File: src/rtl/change_item_dispenser.sv
// change_item_dispenser
//   Downstream stage of the vending machine. Captures a one-cycle vend result, then
//   dispenses item units and greedy change (quarters, dimes, nickels) one unit per
//   valid/ack handshake. Reports completion, overrun and fault status.
// Ports:
//   clk, rst                 clock, synchronous active-high reset
//   done, item_name,
//   item_amt, change         vend result, valid while done is high
//   item_valid/item_ack      item motor handshake, item_id holds the latched code
//   coin_valid/coin_ack      coin hopper handshake, coin_sel one-hot (001=5c 010=10c 100=25c)
//   busy, fin                not idle / one-cycle completion pulse
//   paid_out                 cents ejected in the current or last transaction
//   fault, overrun           sticky status, cleared only by rst
module change_item_dispenser #(
  parameter int unsigned CHG_W   = 6,
  parameter int unsigned TIMEOUT = 255
) (
  input  logic             clk,
  input  logic             rst,
  input  logic             done,
  input  logic [2:0]       item_name,
  input  logic [1:0]       item_amt,
  input  logic [CHG_W-1:0] change,
  input  logic             item_ack,
  input  logic             coin_ack,
  output logic             item_valid,
  output logic [2:0]       item_id,
  output logic             coin_valid,
  output logic [2:0]       coin_sel,
  output logic             busy,
  output logic             fin,
  output logic [CHG_W-1:0] paid_out,
  output logic             fault,
  output logic             overrun
);

  localparam logic [CHG_W-1:0] C5  = CHG_W'(5);
  localparam logic [CHG_W-1:0] C10 = CHG_W'(10);
  localparam logic [CHG_W-1:0] C25 = CHG_W'(25);
  localparam logic [7:0]       WaitMax = 8'(TIMEOUT - 1);

  typedef enum logic [1:0] {StIdle, StItem, StCoin, StFin} state_e;

  state_e           state_q;
  logic [1:0]       units_q;
  logic [CHG_W-1:0] remaining_q;
  logic [CHG_W-1:0] paid_q;
  logic [7:0]       wait_q;
  logic             item_valid_q, coin_valid_q, busy_q, fin_q, fault_q, overrun_q;
  logic [2:0]       item_id_q, coin_sel_q;

  logic [CHG_W-1:0] coin_val;
  logic [CHG_W-1:0] rem_after;
  logic             item_ok;
  logic             wait_expired;

  // Largest coin that still fits in the amount; 000 when below a nickel.
  function automatic logic [2:0] sel_for(input logic [CHG_W-1:0] v);
    if (v >= C25)      return 3'b100;
    else if (v >= C10) return 3'b010;
    else if (v >= C5)  return 3'b001;
    else               return 3'b000;
  endfunction

  always_comb begin
    coin_val = '0;
    unique case (coin_sel_q)
      3'b100:  coin_val = C25;
      3'b010:  coin_val = C10;
      3'b001:  coin_val = C5;
      default: coin_val = '0;
    endcase
    rem_after    = remaining_q - coin_val;
    item_ok      = (item_name >= 3'd1) && (item_name <= 3'd5);
    wait_expired = (wait_q == WaitMax);
  end

  always_ff @(posedge clk) begin
    if (rst) begin
      state_q      <= StIdle;
      units_q      <= '0;
      remaining_q  <= '0;
      paid_q       <= '0;
      wait_q       <= '0;
      item_valid_q <= 1'b0;
      coin_valid_q <= 1'b0;
      busy_q       <= 1'b0;
      fin_q        <= 1'b0;
      fault_q      <= 1'b0;
      overrun_q    <= 1'b0;
      item_id_q    <= '0;
      coin_sel_q   <= '0;
    end else begin
      fin_q <= 1'b0;
      // A result arriving while busy (FIN included) is dropped.
      if (done && busy_q) overrun_q <= 1'b1;
      unique case (state_q)
        StIdle: begin
          if (done) begin
            item_id_q   <= item_name;
            units_q     <= item_amt;
            remaining_q <= change;
            paid_q      <= '0;
            wait_q      <= '0;
            busy_q      <= 1'b1;
            if (item_amt != 2'd0 && item_ok) begin
              state_q      <= StItem;
              item_valid_q <= 1'b1;
            end else if (change != '0) begin
              state_q      <= StCoin;
              coin_sel_q   <= sel_for(change);
              coin_valid_q <= (change >= C5);
            end else begin
              state_q <= StFin;
              fin_q   <= 1'b1;
            end
          end
        end
        StItem: begin
          if (item_ack) begin
            wait_q <= '0;
            if (units_q == 2'd1) begin
              units_q      <= '0;
              item_valid_q <= 1'b0;
              if (remaining_q != '0) begin
                state_q      <= StCoin;
                coin_sel_q   <= sel_for(remaining_q);
                coin_valid_q <= (remaining_q >= C5);
              end else begin
                state_q <= StFin;
                fin_q   <= 1'b1;
              end
            end else begin
              units_q <= units_q - 2'd1;
            end
          end else if (wait_expired) begin
            item_valid_q <= 1'b0;
            fault_q      <= 1'b1;
            state_q      <= StFin;
            fin_q        <= 1'b1;
          end else begin
            wait_q <= wait_q + 8'd1;
          end
        end
        StCoin: begin
          if (!coin_valid_q) begin
            // Entered with less than a nickel owed: nothing payable.
            coin_sel_q <= '0;
            fault_q    <= 1'b1;
            state_q    <= StFin;
            fin_q      <= 1'b1;
          end else if (coin_ack) begin
            wait_q      <= '0;
            remaining_q <= rem_after;
            paid_q      <= paid_q + coin_val;
            if (rem_after < C5) begin
              coin_valid_q <= 1'b0;
              coin_sel_q   <= '0;
              if (rem_after != '0) fault_q <= 1'b1;
              state_q <= StFin;
              fin_q   <= 1'b1;
            end else begin
              coin_sel_q <= sel_for(rem_after);
            end
          end else if (wait_expired) begin
            coin_valid_q <= 1'b0;
            coin_sel_q   <= '0;
            fault_q      <= 1'b1;
            state_q      <= StFin;
            fin_q        <= 1'b1;
          end else begin
            wait_q <= wait_q + 8'd1;
          end
        end
        StFin: begin
          state_q <= StIdle;
          busy_q  <= 1'b0;
        end
        default: state_q <= StIdle;
      endcase
    end
  end

  assign item_valid = item_valid_q;
  assign item_id    = item_id_q;
  assign coin_valid = coin_valid_q;
  assign coin_sel   = coin_sel_q;
  assign busy       = busy_q;
  assign fin        = fin_q;
  assign paid_out   = paid_q;
  assign fault      = fault_q;
  assign overrun    = overrun_q;

endmodule

File: config.mk
export PLATFORM = sky130hd
export DESIGN_NAME = change_item_dispenser
export DESIGN_NICKNAME = d
export VERILOG_FILES = /design/src/rtl/change_item_dispenser.sv
export SDC_FILE = /design/constraint.sdc
export NUM_CORES = 1
export LEC_CHECK = 0
export CORE_MARGIN = 10
export CORE_UTILIZATION = 60
export DETAILED_ROUTE_END_ITERATION = 12
export GPL_TIMING_DRIVEN = 0
export PLACE_DENSITY_LB_ADDON = 0.25
export REMOVE_ABC_BUFFERS = 1
export SYNTH_ARGS = -nofsm -noshare
export SYNTH_HDL_FRONTEND = slang
export SYNTH_SLANG_ARGS = --single-unit
File: constraint.sdc
create_clock -name clk -period 6.9 [get_ports clk]
set_clock_uncertainty 0.1 [all_clocks]
set_input_delay 0.69 -clock clk [delete_from_list [all_inputs] [get_ports clk]]
set_output_delay 0.69 -clock clk [all_outputs]
set_load 0.02 [all_outputs]
### Yosys cells after proc, flatten, opt, wreduce, memory -nomap -nowiden

Cells that the tools add are included.

| storage, ports and cells | value |
|---|---|
| memories kept | 0 |
| latch bits | 0 |
| ROM bits | 0 |
| input port bits | 16 |
| bits in registers | 36 |
| logic and storage cells | 162 |
| output and inout bits | 18 |
| RAM bits | 0 |

| operators by class | value |
|---|---|
| bitwise gates (word level) | 0 |
| magnitude comparators | 12 |
| mux-type cells | 87 |
| multiply operators | 0 |
| $add $sub $neg | 4 |
| eq/ne operators | 23 |
| reductions and logical operators | 23 |
| shift operators | 0 |
| divide/modulo/power cells | 0 |

Operators by type and width:

| operator | number |
|---|---|
| two-way mux 8 bit | 5 |
| two-way mux 3 bit | 13 |
| two-way mux 1 bit | 37 |
| two-way mux 6 bit | 6 |
| two-way mux 2 bit | 14 |
| case mux 6 bit (2 select lines) | 2 |
| case mux 8 bit (3 select lines) | 1 |
| inequality test 2 bit (second input constant) | 10 |
| greater-or-equal comparator 6 x 3 -> 1 bit (second input constant) | 3 |
| greater-or-equal comparator 6 x 4 -> 1 bit (second input constant) | 3 |
| greater-or-equal comparator 6 x 5 -> 1 bit (second input constant) | 3 |
| nonzero test 6 bit | 3 |
| case mux 5 bit (3 select lines) | 1 |
| inequality test 4 bit (second input constant) | 3 |
| nonzero test 2 bit | 5 |
| case mux 3 bit (3 select lines) | 1 |
| AND reduction 3 bit | 3 |
| adder 8 x 1 -> 8 bit (second input constant) | 1 |
| equality test 8 bit (second input constant) | 1 |
| case mux 2 bit (4 select lines) | 1 |
| AND reduction 4 bit | 2 |
| AND reduction 8 bit | 1 |
| AND reduction 7 bit | 1 |
| adder 6 bit | 1 |
| 19 further kinds | 28 |

### Longest topological paths before layout

Gate-level depths: netlist of the first run.

| depth | value |
|---|---|
| word-level depth | 11 |
| depth in mapped cells | 12 |
| gate-level depth less buffers | 12 |

### Worst setup path after synthesis of the first run

No wires, ideal clock.

| timing path | value |
|---|---|
| path type | register -> register |
| start point | reg coin_sel_q[0] (netlist: coin_sel[0]) |
| end point | reg state_q[0] |
| cell stages (with the launch flop) | 11 |
| required time | 6.666 ns |
| period minus slack after synthesis | 2.765 ns |
| slack | 4.135 ns |
| library setup time | 0.134 ns |
| path buffers | 0 |
| arrival | 2.530 ns |
| cell sequence | dfxtp_1 or3b_2 nand2_1 ha_1 fa_1 nand2b_1 a21oi_4 xnor2_2 o31a_4 o311ai_4 o41ai_2 |

| between the ends | value |
|---|---|
| word-level cells in the longest chain between the ends | 6 |
| elaborated cells between the ends (all ways) | 8 |
| those cells by class | add/sub (1); order compare (1); eq/ne (4); mux (1); reduce/logical (1) |

Ends and longest elaborated chain:

| item | RTL line | text |
|---|---|---|
| start, declared | 50 | `logic [2:0] item_id_q, coin_sel_q;` |
| start signal, assigned | 111 | `coin_sel_q <= sel_for(change);` |
| start signal, assigned | 127 | `coin_sel_q <= sel_for(remaining_q);` |
| start signal, assigned | 163 | `coin_sel_q <= sel_for(rem_after);` |
| equality test 3 x 1 -> 1 bit (tied with other cells) | 67 | `unique case (coin_sel_q)` |
| case mux 5 bit (3 select lines) (*) | 67 |  |
| subtractor 6 bit (*) | 73 | `rem_after = remaining_q - coin_val;` |
| less-than comparator 6 x 3 -> 1 bit (*) | 156 | `if (rem_after < C5) begin` |
| inequality test 4 bit (no source line) (*) | n/a |  |
| AND reduction 3 bit (no source line) (*) | n/a |  |
| end signal, assigned | 80 | `state_q <= StIdle;` |
| end signal, assigned | 160 | `state_q <= StFin;` |
| end signal, assigned | 169 | `state_q <= StFin;` |
| end, declared | 44 | `state_e state_q;` |

Every way passes the cells marked *; elsewhere a longest branch is shown, timed or not.
A chain may end at the register's enable or synchronous reset.

### Worst setup path after layout of the first run

Ends and elaborated chain as after synthesis.

==> flow_summary.toml, run 1 <==
[worst_setup_path]
cp.required_ps = 6940
critPathLaunchType = "flip-flop"
worst_path_largest_cell_delay_ps = 520
timing.rr.start = "coin_sel[0]$_SDFFE_PP0P_"
path_class = "reg2reg"
crit_slowest_cell = "or3b_2"
rr_endpoint = "state_q[0]$_SDFFE_PP0P_"
r2r_slack_ps = 3950
cp_data_arrival_time_ps = 2990
cp_cell_sequence = "or3b_2, nand2_1, ha_1, fa_1, nand2b_1, a21oi_4, xnor2_2, o31a_4, o311ai_4, o41ai_2"
cp-end-kind = "flip-flop"
crit_fanout = 8
reg2reg_depth = 10

[sta]
layout_setup_ws_ps = 3950
max_freq_mhz = 339
tightest_slew_ps = 979
layout_min_cycle_time_ps = 2950
setup_violations = 0
period_share_pct = 42.7
rsz0062_at_grt = "false"
slew_viol_final = 0
setup_tns_ps = 0
slew_headroom_pct = 34.6
hold_violations = 0
hold_ws_ps = 360

[cells_and_area]
drive_above_1_share_pct = 6.15
syn_to_final_growth_pct = 15.5
fill_cells = 349
final_area_um2 = 3120
diodes = 0
final_core_util_pct = 71.6
final_cells = 426
seqCellArea_um2 = 721
nets = 408
multi_input_area_um2 = 1840

[die]
rows = 24
die_y_um = 87.1
dieArea_um2 = 7580
die_w_um = 87.1
core-area_um2 = 4350
start_util_pct = 62.0
boundaryPins = 34

[placement]
io_buffers = 33
place_congestion = 0.940
place_area_um2 = 3030
dp_slack_ps = 3710
dp.final_hpwl_mm = 5.26
dpl.cell_count = 418

[route]
dr.first_iter.drc_count = 215
ant_nets = 0
drc = 0
vias = 2701
wl_per_cell_um = 16.5
postRouteWirelength_mm = 7.02
via_per_inst = 6.34
firstDrtPassIters = 4

[synth]
ys_ff_latch = 36
async_flop_share_pct = 0
syn_inst = 348
synth_edf_count = 0
yosys_warnings = 0
synthXorXnorAreaFrac_pct = 2.88
synthAdderAreaFrac_pct = 9.37
avgSynthCellArea_um2 = 7.75
synth_area_um2 = 2700
ys.flop_type = "dfxtp_1"
synth_top_family_by_area = "compound AO/OA/AOI/OAI gates"
synth.mux.area_fraction_pct = 0.742
ys_types = 62
synth_compound_area_share_pct = 30.3
ys_seq_area_share_pct = 26.7
yosys.area_share.simple_pct = 24.8

[power]
finalPower_mw = 1.37
comb_power_share_pct = 65.9
pwr-share-clk_pct = 11.5
power_density_nw_per_um2 = 441
vdd_drop_max_v = 0.000297
leakagePower_nw = 1.17
seqPwrFrac_pct = 22.6
intPower_uw = 689
switchingPower_uw = 684
swShare_pct = 49.8

[clock_tree]
h-tree-depth = 2
cts_setup_buffers = 0
cts_sinks = 36
root_buffer = "clkbuf_8"
clk_latency_ps = 290
clk_pin_slew_ps = 80
ctsResizeCount = 0
cts_buffers = 5
cts_tree = "built"
hold_buffers = 0
ctsLongestPathBuffers = 2

[job]
cap_violations = 0

[grt]
antenna_found_initial = 0
grt_max_degree = 38
grt.overflow.total = 0
grt_use_total_pct = 18.7
grt_first_pass_wirelength_mm = 12.0
grt_pass1_vias = 2653

[min_path]
min_path_cells = 2
hold_end = "item_id[1]$_SDFFE_PP0P_"
hold_class = "reg2reg"
holdCritStartpoint = "item_id[1]$_SDFFE_PP0P_"

[status]
outcome = "completed"
[final cells by class]
type / count / share of cell area, %
clock inverter: 2 / 0.321
tap: 52 / 2.09
timing repair buffer: 33 / 10.4
inverter: 20 / 2.41
clock buffer: 6 / 2.65
multi-input combinational: 277 / 59.0
sequential: 36 / 23.1
[critical path: cells and delay by family, from the launching register on]
family	cells	cell delay, ps
AO/OA/AOI/OAI	4	890
AND/OR/NAND/NOR	3	820
flip-flops	1	400
adder cells (fa/ha/maj)	2	400
XOR/XNOR	1	180
[Yosys cell counts (6+ instances only)]
| library cell | n | area share (%) |
|---|---|---|
| nand2b_1 | 8 | 1.9 |
| nor3_1 | 8 | 1.5 |
| a21oi_1 | 29 | 5.4 |
| a211oi_1 | 11 | 3.1 |
| or3_1 | 8 | 1.9 |
| inv_1 | 20 | 2.8 |
| dfxtp_1 | 36 | 27 |
| ha_1 | 17 | 7.9 |
| nand2_1 | 30 | 4.2 |
| nand3_1 | 14 | 2.6 |
| a31oi_1 | 6 | 1.4 |
| nor2_1 | 47 | 6.5 |
| nor2b_1 | 6 | 1.4 |
| clkbuf_1 | 11 | 1.5 |
| o21ai_0 | 13 | 2.4 |
[placed cells by master, fill, tap and decap left out, drive strengths merged, types with 5 or more instances in the layout]
cell type / Yosys / routed
nand3: 14 / 14
o22ai: 5 / 5
nor3: 9 / 9
ha: 17 / 17
clkdlybuf4s50: 0 / 32
or3: 8 / 8
nor4: 5 / 5
o21a: 5 / 5
dfxtp: 36 / 36
a22oi: 5 / 5
nor2b: 6 / 6
a21oi: 31 / 31
a211oi: 11 / 11
a31oi: 6 / 6
xnor2: 6 / 6
inv: 20 / 20
nand2: 30 / 30
nor2: 47 / 47
clkbuf: 11 / 6
nand2b: 8 / 8
o21ai: 15 / 15
[cells by family after synthesis]
kind of cell               count (synthesis)
AOI/OAI and AO/OA                        111
muxes                                      2
DFF                                       36
buffers and inverters                     35
and+or+nand+nor                          137
adders and majority gates                 19
xor gates and xnor gates                   8
[power by group through the flow]
| stage | Combinational [mW] | Clock (mW) | Sequential (mW) |
|---|---|---|---|
| after floorplan | 0.655 | 0 | 0.324 |
| after global placement | 0.873 | 0 | 0.310 |
| after detailed placement | 0.892 | 0 | 0.314 |
| after CTS | 0.898 | 0.160 | 0.309 |
| after global routing | 1.00 | 0.167 | 0.316 |
| final | 0.905 | 0.158 | 0.310 |
[metal layers]
| layer | routed length, um | track usage, % |
|---|---|---|
| met2 | 3510 | 31.8 |
| met5 | 0 | 0 |
| met1 | 3000 | 22.6 |
| met4 | 110 | 6.63 |
| met3 | 399 | 3.93 |
[state kept, by name (all words and copies together), names as in the netlist]
| signal | count |
|---|---|
| item_valid | 1 |
| item_id | 3 |
| coin_sel | 3 |
| remaining_q | 6 |
| units_q | 2 |
| overrun | 1 |
| wait_q | 8 |
| paid_out | 6 |
| coin_valid | 1 |
| state_q | 2 |
| busy | 1 |
| fin | 1 |
| fault | 1 |
[how the worst max path moves through the flow]
stage	start	endpoint	slack (ps)	depth (start not counted)
2_1_floorplan	coin_sel[0]$_SDFFE_PP0P_	state_q[0]$_SDFFE_PP0P_	4120	10
3_3_place_gp	done	remaining_q[2]$_SDFFE_PP0P_	3730	6
3_5_place_dp	done	remaining_q[4]$_SDFFE_PP0P_	3710	6
4_1_cts	coin_sel[0]$_SDFFE_PP0P_	coin_sel[2]$_SDFFE_PP0P_	3940	10
5_1_grt	state_q[1]$_SDFFE_PP0P_	remaining_q[4]$_SDFFE_PP0P_	3740	7
6_report	coin_sel[0]$_SDFFE_PP0P_	state_q[0]$_SDFFE_PP0P_	3950	10
No activity file was read; power rests on OpenSTA's default activity.
==> inputs of run 2 (changes only) <==
Settings changed: CORE_UTILIZATION 60 to 51.
Clock period 6.9 ns to 2.5 ns, I/O delays scaled along.
==> flow_summary.toml, run 2 (synthesis gave the netlist of run 1 again) <==
[die]
core-area_um2 = 5110
die_w_um = 92.7
start_util_pct = 52.8
dieArea_um2 = 8600
die_y_um = 92.7
boundaryPins = 34
rows = 26

[grt]
antenna_found_initial = 0
grt_use_met2_pct = 28.9
grt_max_degree = 38
grt_use_total_pct = 16.8
top_usage_layer = "met2"
grt_first_pass_wirelength_mm = 12.2
grt_pass1_vias = 2589
use_met1_pct = 20.4
grt_util_met3_pct = 2.91
grt.overflow.total = 0

[clock_tree]
clk_pin_slew_ps = 80
cts_sinks = 36
hold_buffers = 0
h-tree-depth = 2
cts_buffers = 5
root_buffer = "clkbuf_8"
clk_latency_ps = 300
cts_tree = "built"
ctsLongestPathBuffers = 2

[route]
dr.first_iter.drc_count = 115
drc = 0
postRouteWirelength_mm = 7.72
wl_per_cell_um = 16.8
ant_nets = 0
vias = 2784
via_per_inst = 6.08
firstDrtPassIters = 4

[power]
power_density_nw_per_um2 = 1350
finalPower_mw = 4.65
vdd_drop_max_v = 0.000875
leakagePower_nw = 1.27

[cells_and_area]
largest_register_ffs = 8
syn_to_final_growth_pct = 27.7
nets = 422
fill_cells = 434
diodes = 0
drive_above_1_share_pct = 17.5
final_area_um2 = 3440
multi_input_area_um2 = 2010
layout_common_cells = "nor2_1, dfxtp_1, clkdlybuf4s50_1"
final_cells = 458
seqCellArea_um2 = 724
final_common_cell = "nor2_1"
regMostFlops = "wait_q"
final_core_util_pct = 67.4

[worst_setup_path]
crit_slowest_cell = "o31a_4"
critPathLaunchType = "flip-flop"
timing.rr.start = "coin_sel[1]$_SDFFE_PP0P_"
crit_fanout = 7
cp_cell_sequence = "nor2_1, nand2_2, inv_1, nor2_4, ha_4, o21a_1, o21ai_1, nand3_2, o31a_4, buf_4, o41ai_2"
cp.required_ps = 2600
r2r_slack_ps = -250
rr_endpoint = "state_q[1]$_SDFFE_PP0P_"
crit_family = "compound AO/OA/AOI/OAI gates"
critical_path_buf_inv_count = 2
reg2reg_depth = 11
cp-end-kind = "flip-flop"
worst_path_largest_cell_delay_ps = 430
cp_data_arrival_time_ps = 2850
path_class = "reg2reg"

[status]
outcome = "complete, but fails checks"
violations = "negative setup slack"

[placement]
dp_slack_ps = -501
dpl.cell_count = 436
io_buffers = 33
dp.final_hpwl_mm = 5.27
place_area_um2 = 3050
place_congestion = 0.867

[min_path]
holdCritStartpoint = "item_id[2]$_SDFFE_PP0P_"
hold_end = "item_id[2]$_SDFFE_PP0P_"
min_path_cells = 2
hold_class = "reg2reg"

[sta]
slew_viol_final = 0
layout_min_cycle_time_ps = 2750
setup_tns_ps = -1440
period_share_pct = 110
hold_ws_ps = 358
layout_setup_ws_ps = -249
hold_violations = 0
max_freq_mhz = 364
tightest_slew_ps = 732
rsz0062_at_grt = "true"
slew_headroom_pct = 51.2
setup_violations = 8

[job]
cap_violations = 0
[run 2: cell types whose count changed in the layout (fill, tap and decap cells not counted), sizes merged]
cell / delta
clkinv: -1
bufinv: +1
clkinvlp: +1
clkbuf: -1
buf: +14
[run 2: what timing repair did]
action / 4_1_cts / 5_1_grt
buffers inserted: 10 / 5
resized for setup: 30 / 13
pin swaps: 6 / 10
endpoints found under the setup margin: 30 / 18
[run 2: tightest hold or removal path, cell delays in order (launching register included)]
cell and delay [ps]:
dfxtp_1 310, nand2_1 50, a21oi_1 50
[run 2: area by class of cell]
class	count	share of cell area, %
repair buffers	47	12.6
flip-flops and latches	36	21.0
clock inverters	3	1.24
well taps	70	2.54
inverters	20	2.18
multi-input cells	277	58.4
clock buffers	5	2.00
[run 2: worst max-delay path by stage]
stage,startpoint,endpoint,slack [ps],cells past startpoint
after floorplan,coin_sel[0]$_SDFFE_PP0P_,state_q[0]$_SDFFE_PP0P_,-280,10
after global placement,coin_sel[0]$_SDFFE_PP0P_,coin_sel[2]$_SDFFE_PP0P_,-490,10
after detailed placement,coin_sel[0]$_SDFFE_PP0P_,coin_sel[2]$_SDFFE_PP0P_,-500,8
after CTS,coin_sel[0]$_SDFFE_PP0P_,coin_sel[2]$_SDFFE_PP0P_,-180,10
after global routing,coin_sel[1]$_SDFFE_PP0P_,state_q[0]$_SDFFE_PP0P_,-330,12
final,coin_sel[1]$_SDFFE_PP0P_,state_q[1]$_SDFFE_PP0P_,-250,11
[run 2: power by group]
| part | internal [mW] | switching (mW) | leakage [nW] |
|---|---|---|---|
| clock | 0.295 | 0.237 | 0.0541 |
| combinational | 1.42 | 1.83 | 0.923 |
| sequential | 0.699 | 0.166 | 0.295 |
[run 2: per-layer routing]
metal	up-vias	part of all wire (%)
met3	14	5.1
met1	1331	42
li1	1355	-
met4	0	1.6
met2	84	51
met5	-	0
==> inputs of run 3 (changes only) <==
Settings changed: CORE_UTILIZATION 51 to 44.
==> flow_summary.toml, run 3 (synthesis gave the netlist of run 1 again) <==
[status]
outcome = "complete, but fails checks"
violations = "negative setup slack"

[route]
drc = 0
wl_per_cell_um = 16.3
ant_nets = 0
postRouteWirelength_mm = 7.53
via_per_inst = 6.03
dr.first_iter.drc_count = 218
vias = 2786
firstDrtPassIters = 4

[worst_setup_path]
r2r_slack_ps = -200
cp-end-kind = "flip-flop"
cp_data_arrival_time_ps = 2740
reg2reg_depth = 10
cp.required_ps = 2540
path_class = "reg2reg"
rr_endpoint = "coin_sel[2]$_SDFFE_PP0P_"
critPathLaunchType = "flip-flop"
timing.rr.start = "coin_sel[0]$_SDFFE_PP0P_"
crit_fanout = 7

[cells_and_area]
final_common_cell = "nor2_1"
nets = 422
fill_cells = 568
multi_input_area_um2 = 1990
layout_common_cells = "nor2_1, dfxtp_1, clkdlybuf4s50_1"
final_cells = 462
seqCellArea_um2 = 727
diodes = 0
regMostFlops = "wait_q"
syn_to_final_growth_pct = 26.1
largest_register_ffs = 8
drive_above_1_share_pct = 16.0

[power]
leakagePower_nw = 1.26
power_density_nw_per_um2 = 1360
vdd_drop_max_v = 0.000725

[clock_tree]
cts_buffers = 5
clk_pin_slew_ps = 70
clk_latency_ps = 290
hold_buffers = 0
ctsLongestPathBuffers = 2
cts_tree = "built"
h-tree-depth = 2
cts_sinks = 36
root_buffer = "clkbuf_8"

[die]
rows = 28
dieArea_um2 = 9660
boundaryPins = 34
die_y_um = 98.3
die_w_um = 98.3
core-area_um2 = 5920
start_util_pct = 45.6

[grt]
grt_pass1_vias = 2593
grt_util_met3_pct = 3.74
grt_first_pass_wirelength_mm = 12.5
top_usage_layer = "met2"
grt_max_degree = 38
grt.overflow.total = 0
antenna_found_initial = 0
grt_use_met2_pct = 23.7
grt_use_total_pct = 15.0
use_met1_pct = 19.1

[sta]
setup_violations = 7
hold_violations = 0
period_share_pct = 108
slew_headroom_pct = 51.8
layout_min_cycle_time_ps = 2700
tightest_slew_ps = 723
max_freq_mhz = 370
slew_viol_final = 0
rsz0062_at_grt = "true"
hold_ws_ps = 364
layout_setup_ws_ps = -200

[job]
cap_violations = 0

[placement]
dp.final_hpwl_mm = 5.28
place_congestion = 0.873
io_buffers = 33
dpl.cell_count = 441

[min_path]
hold_class = "reg2reg"
holdCritStartpoint = "item_id[0]$_SDFFE_PP0P_"
hold_end = "item_id[0]$_SDFFE_PP0P_"
min_path_cells = 2
==> run 3: critical path: stages, from the launching register on <==
cell and delay, ps:
dfxtp_2 340, or3b_4 280, nand2_4 70, ha_4 160
fa_2 370, nand2b_4 170, a21oi_4 190, xnor2_4 110
o31a_4 410, a311oi_2 280, nor3_1 80
==> run 3: power breakdown <==
group / internal [mW] / leakage (nW) / switching, mW
logic: 1.52 / 0.928 / 1.83
registers: 0.700 / 0.295 / 0.165
clock network: 0.190 / 0.0410 / 0.208
==> run 3: cell type report <==
type | instances | share of cell area [%]
Clock buffer | 6 | 2.13
Clock inverter | 1 | 0.147
Inverter | 20 | 2.28
Multi-Input combinational cell | 277 | 58.5
Sequential cell | 36 | 21.4
Tap cell | 75 | 2.76
Timing Repair Buffer | 47 | 12.8
==> run 3: worst max path at each step <==
stage,from,depth (start not counted),end
after floorplan,coin_sel[0]$_SDFFE_PP0P_,10,state_q[0]$_SDFFE_PP0P_
after global placement,coin_sel[0]$_SDFFE_PP0P_,10,coin_sel[2]$_SDFFE_PP0P_
after detailed placement,coin_sel[0]$_SDFFE_PP0P_,10,coin_sel[2]$_SDFFE_PP0P_
after CTS,coin_sel[0]$_SDFFE_PP0P_,10,coin_sel[2]$_SDFFE_PP0P_
after global routing,coin_sel[0]$_SDFFE_PP0P_,10,coin_sel[2]$_SDFFE_PP0P_
final,coin_sel[0]$_SDFFE_PP0P_,10,coin_sel[2]$_SDFFE_PP0P_
==> run 3: metal layers <==
layer	wire (um)	part of all wire, %
met5	0	0
met4	159	2.1
met3	498	6.6
met2	3450	46
met1	3420	45
==> run 3: stage by stage <==
step                power (mW)  setup slack (ps)  TNS [ps]  util [%]  area [um2]
floorplan                 2.70              -282     -1170         -        2630
global placement          3.30              -485     -6720      51.6        3060
detailed placement        3.33              -480     -7000      51.6        3060
CTS                       4.31              -213     -1170      56.3        3330
global route              4.98              -245     -1650      57.4        3400
finish                    4.62              -200     -1120      57.4        3400
==> run 3: what timing repair did <==
action | 4_1_cts | 5_1_grt
pin swaps | 12 | 11
setup buffers | 10 | 4
gates resized for setup | 28 | 11
endpoints found under the hold margin | 0 | 0
cloned | 0 | 0
setup endpoints to repair | 29 | 22
